**config.mk**
```make
export PLATFORM = sky130hd
export DESIGN_NAME = ovl_delta_mc
export DESIGN_NICKNAME = d
export VERILOG_FILES = /design/src/rtl/ovl_delta_mc_pkg.sv /design/src/rtl/ovl_delta_mc_chan.sv /design/src/rtl/ovl_delta_mc.sv
export SDC_FILE = /design/constraint.sdc
export NUM_CORES = 1
export LEC_CHECK = 0
export CORE_MARGIN = 2
export CORE_UTILIZATION = 55
export DETAILED_ROUTE_END_ITERATION = 12
export GPL_ROUTABILITY_DRIVEN = 0
export PLACE_DENSITY = 0.79
export SLEW_MARGIN = 10
export SYNTH_ARGS = -nofsm -noshare
export SYNTH_HDL_FRONTEND = slang
export SYNTH_HIERARCHICAL = 1
export SYNTH_SLANG_ARGS = --single-unit
```
**constraint.sdc**
```tcl
create_clock -name i_clk -period 6.3 [get_ports i_clk]
set_clock_uncertainty 0.2 [all_clocks]
set_input_delay 0.63 -clock i_clk [delete_from_list [all_inputs] [get_ports i_clk]]
set_output_delay 0.63 -clock i_clk [all_outputs]
set_load 0.1 [all_outputs]
```
**src/rtl/ovl_delta_mc_pkg.sv**
```systemverilog
// ----------------------------------------------------------------------------
// ovl_delta_mc_pkg
// Shared types and the delta computation for the multi-channel OVL delta
// checker.
//   delta_mode_e : DELTA_ABS (plain absolute difference) or DELTA_WRAP
//                  (shortest modular distance)
//   chan_state_e : per-channel FSM states, UNREF / ARMED
//   delta_calc() : change magnitude between two samples of up to MAX_W bits
// ----------------------------------------------------------------------------
package ovl_delta_mc_pkg;

  localparam int MAX_W = 32;

  typedef enum logic [0:0] {
    DELTA_ABS  = 1'b0,
    DELTA_WRAP = 1'b1
  } delta_mode_e;

  typedef enum logic [0:0] {
    UNREF = 1'b0,
    ARMED = 1'b1
  } chan_state_e;

  // Inputs are zero-extended samples of 'width' bits (2..MAX_W). The extra
  // top bit of the intermediates lets 2^width be represented for width=32.
  function automatic logic [MAX_W-1:0] delta_calc(
    input logic [MAX_W-1:0] cur,
    input logic [MAX_W-1:0] prev,
    input int               width,
    input delta_mode_e      mode
  );
    logic [MAX_W:0] modulus;
    logic [MAX_W:0] d;
    logic [MAX_W:0] alt;
    logic [MAX_W:0] diff;
    logic [MAX_W-1:0] result;
    modulus = 33'd1 << width;
    d       = ({1'b0, cur} - {1'b0, prev}) & (modulus - 33'd1);
    alt     = modulus - d;
    if (cur >= prev) begin
      diff = {1'b0, cur - prev};
    end else begin
      diff = {1'b0, prev - cur};
    end
    case (mode)
      DELTA_ABS:  result = diff[MAX_W-1:0];
      DELTA_WRAP: result = (d <= alt) ? d[MAX_W-1:0] : alt[MAX_W-1:0];
      default:    result = diff[MAX_W-1:0];
    endcase
    return result;
  endfunction

endpackage

```
**src/rtl/ovl_delta_mc_chan.sv**
```systemverilog
// ----------------------------------------------------------------------------
// ovl_delta_mc_chan
// One channel of the delta checker: UNREF/ARMED FSM, reference register,
// delta compare, sticky flag and saturating fire counter.
// Optional feature macro: OVL_DELTA_MC_XCHECK_EN (X/Z detection on samples).
// Ports:
//   i_clk, i_reset       clock, synchronous active-high reset
//   i_enable             check enable for this channel
//   i_clear              synchronous clear of sticky flag and counter
//   i_test_expr          sampled expression (WIDTH bits)
//   o_fire               one-cycle violation pulse
//   o_fire_sticky        violation seen since last clear/reset
//   o_fire_x             one-cycle X/Z pulse (0 when feature not built)
//   o_fire_count         saturating violation count (CNT_W bits)
// ----------------------------------------------------------------------------
module ovl_delta_mc_chan
  import ovl_delta_mc_pkg::*;
#(
  parameter int WIDTH      = 4,
  parameter int MIN        = 1,
  parameter int MAX        = 1,
  parameter int DELTA_MODE = 0,
  parameter int CNT_W      = 8
) (
  input  logic             i_clk,
  input  logic             i_reset,
  input  logic             i_enable,
  input  logic             i_clear,
  input  logic [WIDTH-1:0] i_test_expr,
  output logic             o_fire,
  output logic             o_fire_sticky,
  output logic             o_fire_x,
  output logic [CNT_W-1:0] o_fire_count
);

  localparam delta_mode_e      MODE    = (DELTA_MODE == 1) ? DELTA_WRAP : DELTA_ABS;
  localparam logic [31:0]      MIN_U   = 32'(MIN);
  localparam logic [31:0]      MAX_U   = 32'(MAX);
  localparam logic [CNT_W-1:0] CNT_MAX = {CNT_W{1'b1}};

  chan_state_e      r_state;
  logic [WIDTH-1:0] r_prev;
  logic             r_fire;
  logic             r_sticky;
  logic [CNT_W-1:0] r_count;

  chan_state_e      w_state_nxt;
  logic [WIDTH-1:0] w_prev_nxt;
  logic             w_xbad;
  logic             w_xpulse;
  logic             w_changed;
  logic [31:0]      w_delta;
  logic             w_out_of_range;
  logic             w_viol;

`ifdef OVL_DELTA_MC_XCHECK_EN
  assign w_xbad = $isunknown(i_test_expr);
`else
  assign w_xbad = 1'b0;
`endif

  assign w_changed      = (i_test_expr != r_prev);
  assign w_delta        = delta_calc(32'(i_test_expr), 32'(r_prev), WIDTH, MODE);
  assign w_out_of_range = (w_delta < MIN_U) || (w_delta > MAX_U);
  assign w_viol         = (r_state == ARMED) && i_enable && !w_xbad &&
                          w_changed && w_out_of_range;

  // Next-state, reference update and X pulse decision.
  always_comb begin
    w_state_nxt = r_state;
    w_prev_nxt  = r_prev;
    w_xpulse    = 1'b0;
    case (r_state)
      UNREF: begin
        // An X/Z sample never becomes the reference.
        if (i_enable && !w_xbad) begin
          w_state_nxt = ARMED;
          w_prev_nxt  = i_test_expr;
        end else begin
          w_state_nxt = UNREF;
        end
      end
      ARMED: begin
        if (!i_enable) begin
          // Drop the reference so a re-enable never checks a stale value.
          w_state_nxt = UNREF;
        end else if (w_xbad) begin
          w_xpulse = 1'b1;
        end else if (w_changed) begin
          // Reference follows the data whether or not the step was legal.
          w_prev_nxt = i_test_expr;
        end else begin
          w_prev_nxt = r_prev;
        end
      end
      default: begin
        w_state_nxt = UNREF;
      end
    endcase
  end

  // Channel state, reference, fire pulse, sticky flag and counter.
  always_ff @(posedge i_clk) begin
    if (i_reset) begin
      r_state  <= UNREF;
      r_prev   <= '0;
      r_fire   <= 1'b0;
      r_sticky <= 1'b0;
      r_count  <= '0;
    end else begin
      r_state <= w_state_nxt;
      r_prev  <= w_prev_nxt;
      r_fire  <= w_viol;
      // Clear beats a same-cycle violation; the fire pulse still goes out.
      if (i_clear) begin
        r_sticky <= 1'b0;
        r_count  <= '0;
      end else if (w_viol) begin
        r_sticky <= 1'b1;
        if (r_count != CNT_MAX) begin
          r_count <= r_count + {{(CNT_W-1){1'b0}}, 1'b1};
        end
      end
    end
  end

`ifdef OVL_DELTA_MC_XCHECK_EN
  logic r_fire_x;

  // Registered X/Z pulse.
  always_ff @(posedge i_clk) begin
    if (i_reset) begin
      r_fire_x <= 1'b0;
    end else begin
      r_fire_x <= w_xpulse;
    end
  end

  assign o_fire_x = r_fire_x;
`else
  logic w_xpulse_unused;
  assign w_xpulse_unused = w_xpulse;
  assign o_fire_x        = 1'b0;
`endif

  assign o_fire        = r_fire;
  assign o_fire_sticky = r_sticky;
  assign o_fire_count  = r_count;

endmodule

```
**src/rtl/ovl_delta_mc.sv**
```systemverilog
// ----------------------------------------------------------------------------
// ovl_delta_mc
// Multi-channel delta checker. Each of NUM_CH WIDTH-bit test expressions is
// checked independently: a change whose magnitude lies outside [MIN, MAX]
// fires that channel. All outputs are registered.
// Optional feature macro: OVL_DELTA_MC_XCHECK_EN (X/Z detection, o_fire_x).
// Ports:
//   i_clk, i_reset   sampling clock, synchronous active-high reset
//   i_enable         per-channel check enable (NUM_CH)
//   i_clear          clear all sticky flags and counters
//   i_test_expr      channel c at [c*WIDTH +: WIDTH]
//   o_fire           per-channel one-cycle violation pulse
//   o_fire_sticky    per-channel sticky violation flag
//   o_fire_x         per-channel one-cycle X/Z pulse
//   o_fire_count     channel c count at [c*CNT_W +: CNT_W], saturating
// ----------------------------------------------------------------------------
module ovl_delta_mc
  import ovl_delta_mc_pkg::*;
#(
  parameter int NUM_CH     = 4,
  parameter int WIDTH      = 4,
  parameter int MIN        = 1,
  parameter int MAX        = 1,
  parameter int DELTA_MODE = 0,
  parameter int CNT_W      = 8
) (
  input  logic                    i_clk,
  input  logic                    i_reset,
  input  logic [NUM_CH-1:0]       i_enable,
  input  logic                    i_clear,
  input  logic [NUM_CH*WIDTH-1:0] i_test_expr,
  output logic [NUM_CH-1:0]       o_fire,
  output logic [NUM_CH-1:0]       o_fire_sticky,
  output logic [NUM_CH-1:0]       o_fire_x,
  output logic [NUM_CH*CNT_W-1:0] o_fire_count
);

  localparam longint MAX_LEGAL = (64'sd1 <<< WIDTH) - 64'sd1;

  // Elaboration-time parameter sanity.
  if (NUM_CH < 1 || NUM_CH > 32) begin : g_bad_num_ch
    $fatal(1, "ovl_delta_mc: NUM_CH must be 1..32");
  end
  if (WIDTH < 2 || WIDTH > 32) begin : g_bad_width
    $fatal(1, "ovl_delta_mc: WIDTH must be 2..32");
  end
  if (MIN < 0 || MIN > MAX) begin : g_bad_min
    $fatal(1, "ovl_delta_mc: need 0 <= MIN <= MAX");
  end
  if (longint'(MAX) > MAX_LEGAL) begin : g_bad_max
    $fatal(1, "ovl_delta_mc: MAX exceeds 2^WIDTH-1");
  end
  if (DELTA_MODE != 0 && DELTA_MODE != 1) begin : g_bad_mode
    $fatal(1, "ovl_delta_mc: DELTA_MODE must be 0 or 1");
  end
  if (CNT_W < 1) begin : g_bad_cnt_w
    $fatal(1, "ovl_delta_mc: CNT_W must be >= 1");
  end

  for (genvar c = 0; c < NUM_CH; c++) begin : g_ch
    ovl_delta_mc_chan #(
      .WIDTH      (WIDTH),
      .MIN        (MIN),
      .MAX        (MAX),
      .DELTA_MODE (DELTA_MODE),
      .CNT_W      (CNT_W)
    ) u_chan (
      .i_clk         (i_clk),
      .i_reset       (i_reset),
      .i_enable      (i_enable[c]),
      .i_clear       (i_clear),
      .i_test_expr   (i_test_expr[c*WIDTH +: WIDTH]),
      .o_fire        (o_fire[c]),
      .o_fire_sticky (o_fire_sticky[c]),
      .o_fire_x      (o_fire_x[c]),
      .o_fire_count  (o_fire_count[c*CNT_W +: CNT_W])
    );
  end

endmodule

```
# == After elaboration in Yosys (flattened, before gate mapping) ==
# Cells that the tools add are included.
# totals
ff_bits,60
input_bits,23
output_inout_bits,44
elab_cells,117
# classes
n_addsub,12
order_cmp,12
eq_ne,20
muxes,24
bitwise,4
reduce_logical,25
# op_table
operator,count
$gt A32 B1 Y1 const B,4
$lt A32 B1 Y1 const B,4
$mux W32,4
$mux W4,12
$sub A4 B4 Y5,8
$add A8 B1 Y8 const B,4
$ne A8 B8 Y1 const B,4
$pmux W4 S2,4
$ne A2 B2 Y1 const B,12
$ge A4 B4 Y1,4
$ne A4 B4 Y1,4
$logic_and A1 B1 Y1,12
$reduce_and A3 Y1,4
$reduce_and A2 Y1,4
$logic_or A1 B1 Y1,4
$mux W1,4
$not A1 Y1,4
$reduce_or A2 Y1,1

# == Depth between registers and ports, before layout ==
# logic_depth
ltp_word,6
depth_mapped,10
depth_no_buf,9

# == By module ==
# Netlist, hierarchy kept.
# modules_own_cells
mod,instances,cells_each,area_per_inst_um2,seq_area_each_um2
ovl_delta_mc_chan at g_ch[1].u_chan ...,3,119,1037.2,300.3
ovl_delta_mc_chan at g_ch[0].u_chan,1,120,1022.2,300.3

# == Worst setup path after synthesis ==
# Ideal clock, no wire load.
# synth_timing
kind,input-to-reg
start,input i_test_expr[4]
end,register g_ch[1].u_chan.r_count[4]
setup_ns,0.063
arrival_ns,2.344
required_time_ns,6.037
path_slack_ns,3.693
cell_stages,9
n_path_buf,1
cell_sequence,ha_1 -> fa_1 -> xnor2_1 -> nor3_1 -> a31oi_2 -> a31oi_1 -> buf_2 -> or4_1 -> nand2_1
# synth_between
elab_chain_len,6
elab_cells_between_ends,11
cone_classes,add/sub (2); order compare (3); eq/ne (1); mux (1); reduce/logical (4)
# synth_rtl
element,line_no,text
start: declaration,ovl_delta_mc.sv:31,"input logic [NUM_CH*WIDTH-1:0] i_test_expr,"
"$sub A4 B4 Y5, or another cell as far along",ovl_delta_mc_pkg.sv:43,"diff = {1'b0, prev - cur};"
$mux W32,ovl_delta_mc_pkg.sv:40,if (cur >= prev) begin
$lt A32 B1 Y1 or $gt A32 B1 Y1 (tied branches),ovl_delta_mc_chan.sv:64,assign w_out_of_range = (w_delta < MIN_U) || (w_delta > MAX_U);
$logic_or A1 B1 Y1,ovl_delta_mc_chan.sv:64,
$logic_and A1 B1 Y1 *,ovl_delta_mc_chan.sv:66,w_changed && w_out_of_range;
$reduce_and A2 Y1 (no line) *,n/a,
end signal: assignment,ovl_delta_mc_chan.sv:121,"r_count <= r_count + {{(CNT_W-1){1'b0}}, 1'b1};"
end: declaration,ovl_delta_mc_chan.sv:45,logic [CNT_W-1:0] r_count;
# Every way passes the cells marked *; elsewhere a longest branch is shown, timed or not.
# A chain may end at the register's enable or synchronous reset.

# == Worst setup path after layout ==
# layout_timing
start,input i_test_expr[6]
end,register g_ch[1].u_chan.r_count[7]
# Same word-level chain as after synthesis.

==> flow_summary.json <==
{
  "use_met3": 0.03589,
  "die_y_microns": 90.70,
  "synth_top_family_by_area": "simple AND/OR/NAND/NOR gates",
  "synth_edf_count": 0,
  "ctsHoldBuffers": 0,
  "cts_tree": "built",
  "vias": 3588,
  "criticalPathCategory": "primary input to register",
  "io_buffers": 62,
  "grt_pass1_vias": 3487,
  "relSlewSlack": 0.3432,
  "drive_gt1_frac": 0.09815,
  "rows": 31,
  "clock_latency_ns": 0.34,
  "crit_arrival_ns": 3.23,
  "synth_xor_area_frac": 0.01695,
  "syn2layout_area_growth_pct": 21.61,
  "htreeDepth": 3,
  "die_area_sq_um": 8226,
  "grt_max_degree": 19,
  "antenna_found_initial": 0,
  "path_buf_inv": 2,
  "yosysSeqAreaShare": 0.2906,
  "grt_pass1_wl_microns": 14970,
  "hold_path_startpoint": "g_ch[1].u_chan/o_fire_sticky",
  "p_leak_nw": 2.009,
  "peakVddDrop_uv": 134.6,
  "final_max_slew_viol_count": 0,
  "track_usage": 0.2198,
  "synth-compound-area-share": 0.2164,
  "worst-endpoint-required_ns": 6.37,
  "clock-root-buffer": "clkbuf_8",
  "crit_path_start": "i_test_expr[6]",
  "drc": 0,
  "yosys.area_share.simple": 0.2633,
  "fin_tns_setup_ns": 0,
  "finalCriticalPeriod_ns": 3.161,
  "diodes": 0,
  "syn_nets": 544,
  "drv_cap": 0,
  "final_common_cell": "clkdlybuf4s50_1",
  "firstDrtPassIters": 4,
  "drtIter0Drc": 142,
  "met2_usage": 0.3943,
  "synth_warnings": 6,
  "synth_area_sq_um": 4134,
  "hold_violations": 0,
  "cp_top_family": "compound AO/OA/AOI/OAI gates",
  "layout.nets": 602,
  "path_cells": "clkdlybuf4s50_1, inv_1, ha_1, a21oi_2, o21ai_2, or3b_1, a31oi_1, o21ai_0, a21oi_1",
  "vias_per_cell": 5.615,
  "use_met1": 0.2518,
  "clkTransAtPathRegs_ns": 0.07,
  "slowest_stage": "a31oi_1",
  "wl_per_cell_microns": 13.60,
  "die_w_microns": 90.70,
  "placed_cells": 623,
  "clk_path_buf_depth": 2,
  "postCtsSetupBuffers": 0,
  "powerDensity_nw_per_um2": 211.5,
  "synth-seq-cells": 60,
  "worst_pin_slew_ns": 0.9822,
  "stdcell_count": 639,
  "fin_crit_sh": 0.5018,
  "cpPeakStageDelay_ns": 0.58,
  "hold_path_class": "register to register",
  "cp_max_fo": 11,
  "grt.overflow.total": 0,
  "synth_flop_cell": "dfxtp_1",
  "finalPower_mw": 1.063,
  "coreArea_sq_um": 7253,
  "outcome": "finished, final reports clean",
  "critPathLaunchType": "primary input",
  "synthMuxAreaShare": 0.002421,
  "final_cell_mix": "clkdlybuf4s50_1, dfxtp_1, nor2_1",
  "setup.worst_path.end_class": "register",
  "rsz0062_at_grt": "false",
  "top_usage_layer": "met2",
  "ant_nets": 0,
  "numCtsBuffers": 9,
  "synthCells": 477,
  "wl_microns": 8693,
  "cts.sinks": 60,
  "finalSetupViolations": 0,
  "async_reset_ff_frac": 0,
  "r2r-start": "g_ch[3].u_chan/r_prev[0]",
  "fmax_ghz": 0.3163,
  "place_hpwl_microns": 6707,
  "start_util": 0.5700,
  "avgSynthCellArea_sq_um": 8.667,
  "pin_count": 67,
  "synth-adder-area-share": 0.1477,
  "yosysUniqueCellTypes": 49,
  "cts-resized-gates": 0
}
-- cells in the mapped netlist, types with 5 or more instances --
cell type,count,area share
fa_1,8,0.039
nor2b_1,12,0.018
clkbuf_1,5,0.0045
ha_1,36,0.11
dfxtp_1,60,0.29
or3_1,12,0.018
and3_1,16,0.024
a31oi_1,12,0.018
nor2_1,45,0.041
o21ai_0,15,0.018
or4_1,8,0.015
nand3_1,16,0.019
inv_1,36,0.033
o211ai_1,8,0.015
a21oi_1,32,0.039
o21ai_2,6,0.013
and2_1,5,0.0076
xnor2_1,8,0.017
nand2_1,29,0.026
o21ai_1,5,0.0061
nand4_1,12,0.018
-- sequential cells by signal, indices dropped and copies added, names as in the netlist --
signal,cells
g_ch.u_chan/o_fire_sticky,4
g_ch.u_chan/r_prev,16
g_ch.u_chan/o_fire_count,32
g_ch.u_chan/r_state,4
g_ch.u_chan/o_fire,4
-- final timing paths --
kind,slack [ns],cells after the start,endpoint
max,3.14,9,g_ch[1].u_chan/o_fire_count[7]
min,0.27,1,g_ch[1].u_chan/o_fire_sticky
max reg2reg,3.58,9,g_ch[3].u_chan/o_fire_count[1]
min reg2reg,0.27,1,g_ch[1].u_chan/o_fire_sticky
-- cell type report --
| class | instances | area [sq um] |
|---|---|---|
| Clock inverter | 4 | 95.09 |
| Inverter | 36 | 135.1 |
| Timing Repair Buffer | 63 | 628.1 |
| Tap cell | 99 | 123.9 |
| Fill cell | 580 | 2226 |
| Multi-Input combinational cell | 365 | 2689 |
| Sequential cell | 60 | 1201 |
| Clock buffer | 12 | 155.1 |
-- report_power, final --
| group | switching (mW) | internal, mW |
|---|---|---|
| logic | 0.144 | 0.0860 |
| registers | 0.00843 | 0.390 |
| clock network | 0.150 | 0.284 |
-- metrics by stage --
stage / instance area [sq um] / hold slack, ns / utilization / setup WS (ns)
final: 5027 / 0.2705 / 0.6931 / 3.139
after global routing: 5027 / 0.2953 / 0.6931 / 2.889
after CTS: 5027 / 0.2760 / 0.6931 / 3.162
after detailed placement: 4777 / 0.2607 / 0.6586 / 2.799
after global placement: 4777 / 0.2477 / 0.6586 / 2.877
after floorplan: 4134 / 0.2806 / - / 3.693
-- metal layers --
layer / part of all wire / wire, microns
met3: 0.037 / 323
met5: 0 / 0
met1: 0.43 / 3752
met2: 0.51 / 4439
met4: 0.020 / 177
-- cells by family (layout without fill, tap and decap cells) --
family,after synthesis,in the layout
flops,60,60
other cells,4,4
fa+ha+maj,44,44
simple gates,191,191
compound gates,117,117
mux,1,1
buf+inv,52,115
xor+xnor,8,8
Note: power is estimated with default switching activity, not from simulation.
